**config.mk**
```make
export PLATFORM = sky130hd
export DESIGN_NAME = countdown_timer_nbit
export DESIGN_NICKNAME = d
export VERILOG_FILES = /design/src/rtl/countdown_timer_nbit.sv
export SDC_FILE = /design/constraint.sdc
export NUM_CORES = 1
export LEC_CHECK = 0
export CAP_MARGIN = 20
export CORE_ASPECT_RATIO = 1.25
export CORE_UTILIZATION = 54
export DETAILED_ROUTE_END_ITERATION = 10
export HOLD_SLACK_MARGIN = 0.1
export PLACE_DENSITY = 0.83
export SLEW_MARGIN = 20
export SYNTH_ARGS = -nofsm -noshare
export SYNTH_HDL_FRONTEND = slang
export SYNTH_SLANG_ARGS = --single-unit
```
**constraint.sdc**
```tcl
create_clock -name clk -period 2.58 [get_ports clk]
set_clock_uncertainty 0.05 [all_clocks]
set_input_delay 0.516 -clock clk [delete_from_list [all_inputs] [get_ports clk]]
set_output_delay 0.516 -clock clk [all_outputs]
set_load 0.01 [all_outputs]
```
**src/rtl/countdown_timer_nbit.sv**
```systemverilog
// Loadable N-bit down-counter with IDLE/RUN/PAUSE control, a clock prescaler
// and a one-cycle registered done pulse at terminal count.
module countdown_timer_nbit #(
    parameter int N        = 8,
    parameter int PRESCALE = 4
) (
    input  logic         clk,
    input  logic         reset,
    input  logic         load,
    input  logic [N-1:0] load_value,
    input  logic         start,
    input  logic         pause,
    input  logic         auto_reload,
    output logic [N-1:0] count,
    output logic         busy,
    output logic         done
);

    localparam int PW = (PRESCALE > 1) ? $clog2(PRESCALE) : 1;
    localparam logic [PW-1:0] PS_LAST = PW'(PRESCALE - 1);

    typedef enum logic [1:0] {
        IDLE  = 2'd0,
        RUN   = 2'd1,
        PAUSE = 2'd2
    } state_t;

    state_t          state_reg;
    logic [N-1:0]    count_reg;
    logic [N-1:0]    reload_reg;
    logic [PW-1:0]   prescale_reg;
    logic            busy_reg;
    logic            done_reg;

    // busy is updated alongside every state change so it tracks RUN|PAUSE.
    always_ff @(posedge clk) begin
        if (reset) begin
            state_reg    <= IDLE;
            count_reg    <= '0;
            reload_reg   <= '0;
            prescale_reg <= '0;
            busy_reg     <= 1'b0;
            done_reg     <= 1'b0;
        end else begin
            done_reg <= 1'b0;
            if (load) begin
                count_reg    <= load_value;
                reload_reg   <= load_value;
                prescale_reg <= '0;
                state_reg    <= IDLE;
                busy_reg     <= 1'b0;
            end else begin
                case (state_reg)
                    IDLE: begin
                        if (start) begin
                            if (count_reg != '0) begin
                                state_reg    <= RUN;
                                busy_reg     <= 1'b1;
                                prescale_reg <= '0;
                            end else begin
                                done_reg <= 1'b1;
                            end
                        end
                    end
                    RUN: begin
                        if (pause) begin
                            state_reg <= PAUSE;
                        end else if (count_reg == '0) begin
                            // Unreachable guard: never decrement through zero.
                            state_reg    <= IDLE;
                            busy_reg     <= 1'b0;
                            prescale_reg <= '0;
                        end else if (prescale_reg == PS_LAST) begin
                            prescale_reg <= '0;
                            if (count_reg == N'(1)) begin
                                done_reg <= 1'b1;
                                if (auto_reload) begin
                                    count_reg <= reload_reg;
                                end else begin
                                    count_reg <= '0;
                                    state_reg <= IDLE;
                                    busy_reg  <= 1'b0;
                                end
                            end else begin
                                count_reg <= count_reg - N'(1);
                            end
                        end else begin
                            prescale_reg <= prescale_reg + PW'(1);
                        end
                    end
                    PAUSE: begin
                        if (start) begin
                            state_reg <= RUN;
                        end
                    end
                    default: begin
                        state_reg <= IDLE;
                        busy_reg  <= 1'b0;
                    end
                endcase
            end
        end
    end

    assign count = count_reg;
    assign busy  = busy_reg;
    assign done  = done_reg;

endmodule

```
# After elaboration in Yosys (flattened, before gate mapping)
# Index checks and enable logic that the tools add are counted.
# W data, S select, Z words.
[totals] ff_bits=22 in_bits=14 output_inout_bits=10
[classes] addsub=2 n_eq_ne=16 n_mux=37 n_bitwise=1 n_reduce_logical=11
[op_table] operator="$mux W8" n=7
[op_table] operator="$mux W2" n=13
[op_table] operator="$mux W1" n=13
[op_table] operator="$ne A2 B2 Y1 const B" n=6
[op_table] operator="$ne A4 B4 Y1 const B" n=3
[op_table] operator="$ne A3 B3 Y1 const B" n=3
[op_table] operator="$eq A8 B1 Y1 const B" n=1
[op_table] operator="$logic_not A8 Y1" n=1
[op_table] operator="$reduce_and A4 Y1" n=2
[op_table] operator="$reduce_bool A8 Y1" n=1
[op_table] operator="$sub A8 B1 Y8 const B" n=1
[op_table] operator="$reduce_and A7 Y1" n=1
[op_table] operator="$pmux W2 S3" n=1
[op_table] operator="$reduce_and A6 Y1" n=1
[op_table] operator="$reduce_bool A2 Y1" n=3
[op_table] operator="$eq A2 B2 Y1 const B" n=2
[op_table] operator="$pmux W2 S2" n=1
[op_table] operator="$pmux W1 S3" n=1
[op_table] operator="$add A2 B1 Y2 const B" n=1
[op_table] operator="$eq A2 B1 Y1 const B" n=1
[op_table] operator="$logic_not A2 Y1" n=1
[op_table] operator="$pmux W1 S2" n=1
[op_table] operator="$reduce_or A2 Y1" n=1
[op_table] operator="$not A1 Y1" n=1

# Longest topological paths before layout
# Gate-level depths: netlist (run 1).
[depth] ltp_word=7 depth_mapped=6

# Worst setup path before layout (run 1)
# OpenSTA, ideal clock, no wires.
[synth_timing] path_kind="flip-flop to flip-flop" startpoint="register count_reg[2] (netlist: count[2])" endpoint="register count_reg[7] (netlist: count[7])" setup_ns=0.074 arrival_ns=1.713 path_slack_ns=0.743 path_stages_with_launch=6 cell_sequence="dfxtp_1 > buf_6 > or4_4 > or4_1 > and4_1 > o22ai_2"
[synth_between] elab_chain_len=7 elab_cells_between_ends=11 classes_between="1 x add/sub; 2 x eq/ne; 6 x mux; 2 x reduce/logical"
[synth_lines] item="start: declaration" line="29" text="logic [N-1:0] count_reg;"
[synth_lines] item="start signal: assignment" line="47" text="count_reg <= load_value;"
[synth_lines] item="start signal: assignment" line="78" text="count_reg <= reload_reg;"
[synth_lines] item="start signal: assignment" line="85" text="count_reg <= count_reg - N'(1);"
[synth_lines] item="$sub A8 B1 Y8 or $eq A8 B1 Y1 (tied branches)" line="85, 75"
[synth_lines] item="$mux W8" line="75" text="if (count_reg == N'(1)) begin"
[synth_lines] item="$mux W8" line="73" text="end else if (prescale_reg == PS_LAST) begin"
[synth_lines] item="$mux W8" line="68" text="end else if (count_reg == '0) begin"
[synth_lines] item="$mux W8" line="66" text="if (pause) begin"
[synth_lines] item="$mux W8" line="53" text="case (state_reg)"
[synth_lines] item="$mux W8" line="46" text="if (load) begin"
# Parallel ways exist; a longest one is shown, timed or not. The select of a mux whose other input is x is not followed.
# A chain may end at the register's enable or synchronous reset.

# Worst setup path in the final report (run 1)
[layout_timing] startpoint="register count_reg[0] (netlist: count[0])" endpoint="register count_reg[5] (netlist: count[5])"
# Same word-level chain as after synthesis.

==> results of run 1 <==
## area by class of cell
| type | instances | area, sq um | share of cell area (%) |
|---|---|---|---|
| clock buffer | 3 | 22.5 | 1.44 |
| clock inverter | 1 | 30.0 | 1.92 |
| inverter | 7 | 26.3 | 1.68 |
| multi-input combinational | 117 | 734 | 47.1 |
| sequential | 22 | 440 | 28.2 |
| tap | 31 | 38.8 | 2.49 |
| timing repair buffer | 28 | 268 | 17.2 |
## critical path: stages, from the launching register on
cell and delay [ns]:
dfxtp_1 0.47, inv_1 0.09, ha_1 0.25, nor3b_1 0.15, buf_4 0.17, a21oi_1 0.41
o21ai_0 0.22, a32o_1 0.31
## per-stage QoR
stage | utilization [%] | area [sq um]
CTS | 71.3 | 1560
finish | 71.3 | 1560
global route | 71.3 | 1560
floorplan | - | 1230
detailed placement | 68.9 | 1510
global placement | 68.9 | 1510
## power groups by stage
stage	clock network [W]	logic [W]	registers, W
global route	0.000290	0.000188	0.000381
floorplan	0	0.000101	0.000383
global placement	0	0.000164	0.000384
detailed placement	0	0.000169	0.000385
finish	0.000271	0.000172	0.000378
CTS	0.000275	0.000171	0.000378
## routing by layer
layer | track usage (%) | vias up | part of all wire (%)
met5 | 0 | - | 0
met4 | 13.0 | 0 | 4.0
met3 | 3.59 | 16 | 5.5
met2 | 50.0 | 61 | 52
met1 | 32.9 | 623 | 38
li1 | - | 625 | -
## path summary, 6_finish.rpt
| path | from | to | slack (ns) |
|---|---|---|---|
| worst min-delay path | prescale_reg[1] | prescale_reg[1] | 0.43 |
| worst max register to register | count[0] | count[5] | 0.36 |
| worst min register to register | prescale_reg[1] | prescale_reg[1] | 0.43 |
| worst max-delay path | count[0] | count[5] | 0.36 |
## kinds of logic after synthesis
kind of cell / after synthesis / synth area share (%)
xor gates and xnor gates: 2 / 1.42
DFF: 22 / 35.7
AOI/OAI and AO/OA: 48 / 25.4
muxes: 4 / 3.25
adders and majority gates: 3 / 3.05
buffers and inverters: 13 / 4.67
and+or+nand+nor: 60 / 26.5
## cells in the final DEF, fill, tap and decap left out, types with 4 or more instances in the layout
| cell type | Yosys | layout |
|---|---|---|
| a211oi_1 | 4 | 4 |
| a21oi_1 | 13 | 13 |
| buf_4 | 0 | 5 |
| clkdlybuf4s50_1 | 0 | 23 |
| dfxtp_1 | 22 | 22 |
| inv_1 | 7 | 7 |
| mux2i_1 | 4 | 4 |
| nand2_1 | 22 | 22 |
| nand3_1 | 7 | 7 |
| nor2_1 | 8 | 8 |
| o21ai_0 | 10 | 10 |
==> summary.txt, run 1 <==
Htree depth: 1
Final hold vios: 0
Total CTS buffers: 3
Number of setup violations in the final report: 0
R2R cell count: 7
Sequential Power Share: 46.0%
Clock latency on the worst-skew pair: 0.32 ns
Share of cells above drive strength 1: 7.30%
Synth cell types: 46
# diodes: 0
Pre-CTS WS: 0.185 ns
Initial drt markers: 36
Max transition margin: 60.4%
Setup TNS: 0 ns
Commonest cells in the netlist: dfxtp_1 (22), nand2_1 (22), a21oi_1 (13)
Final period utilization: 86.1%
Clk pwr share: 33.0%
Syn Area/Cell: 8.11 sq um
CP endpoint kind: register
Req. time, crit path: 2.75 ns
Core Area: 2190 sq um
Vias in the first global route: 1212
CTS tree: yes
Layout area overhead: 26.6%
Fillers: 181
Placer Congestion: 0.956
Cts hold-fix bufs: 0
Worst-Margin Slew: 0.592 ns
Largest net degree at the start of global routing: 17
Post-synthesis sequential area ratio: 35.7%
Yosys top cell by area: dfxtp_1
Post-synth EDFFs: 0
Crit path kind: reg -> reg
Root buf cell: clkbuf_4
Post_cts resized: 0
PwrDens: 527 nW/um^2
Mapped Cells: 152
Routed WL: 3270 um
Vias: 1325
Longest Clk Path Bufs: 2
Fin. max-slew vios: 0
Drt drc: 0
Flops & latches, synth: 22
Die footprint: 2480 sq um
DR WL/cell: 15.7 um
Net Sw Power: 0.000223 W
Ys async rst share: 0%
RSZ-0062 raised after global routing: false
Site Rows: 19
Final ANT Viol Nets: 0
Synth warnings: 0
P_int: 0.000599 W
Total track usage: 28.5%
Initial antenna violation count: 0
Clock transition at path regs: 0.13 ns
Syn nets: 169
Minimum clock period: 2.22 ns
Post-synth top area share: 35.7%
Clk sink count: 22
Worst Hold Depth: 2
Max FO, Critical Path: 7
First-pass GRT wire length: 5330 um
Die Ht: 55.4 um
Initial core utilization: 56.4%
IO Pins: 24
Ys flop type: dfxtp_1
Die width: 44.7 um
WHS: 0.426 ns
Leakage power: 0.573 nW
Run status: finished clean
Nets: 196
Finished Layout Cells: 209
Worst path arrival time: 2.40 ns
Buffer count from post-CTS setup fixing: 0
IO Port Bufs: 23
IR drop worst, VDD: 0.384 mV
Mapped cell area: 1230 sq um
First-pass detailed-route iteration total: 4
Max cap viols: 0
DR vias/cell: 6.34
Final setup margin: 0.358 ns
Setup crit start kind: register
Tot Pwr: 0.000822 W
Hold Path Class: reg -> reg
Top cells by area, synth: dfxtp_1 (36%), nand2_1 (6.7%), a21oi_1 (5.3%)
Gr ovfl total: 0
Maximum clock rate: 450 MHz
Placed cell count: 205
Combinational Power Share: 21.0%
Switching Share: 27.1%
DPL Wire Length: 2390 um
No activity file was read; power rests on OpenSTA's default activity.
==> run 2, diff against run 1 <==
CORE_MARGIN = 2   (was not set)
TNS_END_PERCENT = 100   (was not set)
==> summary.txt, run 2 (synthesis gave the netlist of run 1 again) <==
Run status: finished clean
Max FO, Critical Path: 7
Setup crit start kind: register
Cts hold-fix bufs: 0
First-pass detailed-route iteration total: 7
DR vias/cell: 6.12
IO Pins: 24
Share of cells above drive strength 1: 7.30%
Die footprint: 2680 sq um
Initial core utilization: 56.4%
Final ANT Viol Nets: 0
Hold Path Class: reg -> reg
First-pass GRT wire length: 5050 um
CP cell instances: inv_1 -> ha_1 -> nor3b_1 -> buf_4 -> a21oi_1 -> o21ai_0 -> a32o_1
Initial drt markers: 42
Leakage power: 0.566 nW
Vias: 1280
Crit path kind: reg -> reg
Final instance area: 1540 sq um
Number of setup violations in the final report: 0
Final period utilization: 82.1%
Fillers: 186
Critical path's slowest cell: dfxtp_1
Fin. max-slew vios: 0
Minimum clock period: 2.12 ns
Tot Pwr: 0.000737 W
IR drop worst, VDD: 0.395 mV
Maximum clock rate: 472 MHz
Worst path arrival time: 2.28 ns
Clk sink count: 22
Buffer count from post-CTS setup fixing: 0
Final hold vios: 0
Post_cts resized: 0
Max transition margin: 63.3%
Gr ovfl total: 0
R2R Setup Slk: 0.46 ns
Most Crowded Layer GR: met2
GR Util met2: 42.1%
Final setup margin: 0.462 ns
Highest-count cells in the layout ignoring fill and taps: clkdlybuf4s50_1 (23), nand2_1 (22), dfxtp_1 (22), a21oi_1 (13), o21ai_0 (10)
GR met1 Demand/Resource: 31.4%
R2R cell count: 7
Layout area overhead: 25.3%
Root buf cell: clkbuf_4
Max incr delay on CP: 0.45 ns
Max cap viols: 0
Req. time, crit path: 2.74 ns
Pre-CTS WS: 0.246 ns
# diodes: 0
Die width: 46.7 um
IO Port Bufs: 23
Total track usage: 25.2%
Total CTS buffers: 3
Longest Clk Path Bufs: 2
Clock latency on the worst-skew pair: 0.31 ns
Nets: 196
Largest net degree at the start of global routing: 17
CP endpoint kind: register
Initial antenna violation count: 0
Setup TNS: 0 ns
Drt drc: 0
Placer Congestion: 0.960
DPL Wire Length: 2330 um
CTS tree: yes
Vias in the first global route: 1169
Routed WL: 3070 um
PwrDens: 477 nW/um^2
Commonest non-fill, non-tap cell in the layout: clkdlybuf4s50_1
Worst-Margin Slew: 0.548 ns
Worst Hold Depth: 2
Htree depth: 1
WHS: 0.425 ns
Core Area: 2190 sq um
DR WL/cell: 14.7 um
Die Ht: 57.4 um
RSZ-0062 raised after global routing: false
Met3 Usage GRT: 3.48%
Dpl cell area: 1510 sq um
Clock transition at path regs: 0.12 ns
Site Rows: 19
[run 2: cell types whose count changed in the layout (fill, tap and decap cells not counted), sizes merged]
cell and change:
bufinv -1, clkbuf +1
[run 2: power by group]
group	switching, W	leakage, nW	total [W]	internal (W)
sequential	0.0000209	0.181	0.000378	0.000357
combinational	0.0000855	0.365	0.000170	0.0000848
clock	0.000103	0.0210	0.000189	0.0000861
[run 2: final timing paths]
kind	start	endpoint
setup / recovery	count[0]	count[5]
hold reg to reg	reload_reg[0]	reload_reg[0]
hold / removal	reload_reg[0]	reload_reg[0]
setup reg to reg	count[0]	count[5]
[run 2: per-stage QoR]
stage	cells	utilization, %
6_report	209	70.6
3_5_place_dp	205	68.9
4_1_cts	209	70.6
5_1_grt	209	70.6
2_1_floorplan	152	-
3_3_place_gp	205	68.9
[run 2: layout make-up]
type,instances,area (sq um),share of cell area [%]
tap,31,38.8,2.51
multi-input combinational,117,734,47.6
clock buffer,4,36.3,2.35
inverter,7,26.3,1.70
sequential,22,440,28.5
timing repair buffer,28,268,17.3
[run 2: per-layer routing]
| metal | part of all wire (%) | wire length (um) |
|---|---|---|
| met3 | 4.3 | 132 |
| met4 | 2.9 | 88 |
| met2 | 52 | 1590 |
| met5 | 0 | 0 |
| met1 | 41 | 1260 |
[run 2: worst max-delay path, delay by kind of cell, from the launching register on]
family / cells / cell delay (ns)
compound gates: 3 / 0.87
flops: 1 / 0.45
buf+inv: 2 / 0.26
fa+ha+maj: 1 / 0.25
simple gates: 1 / 0.15
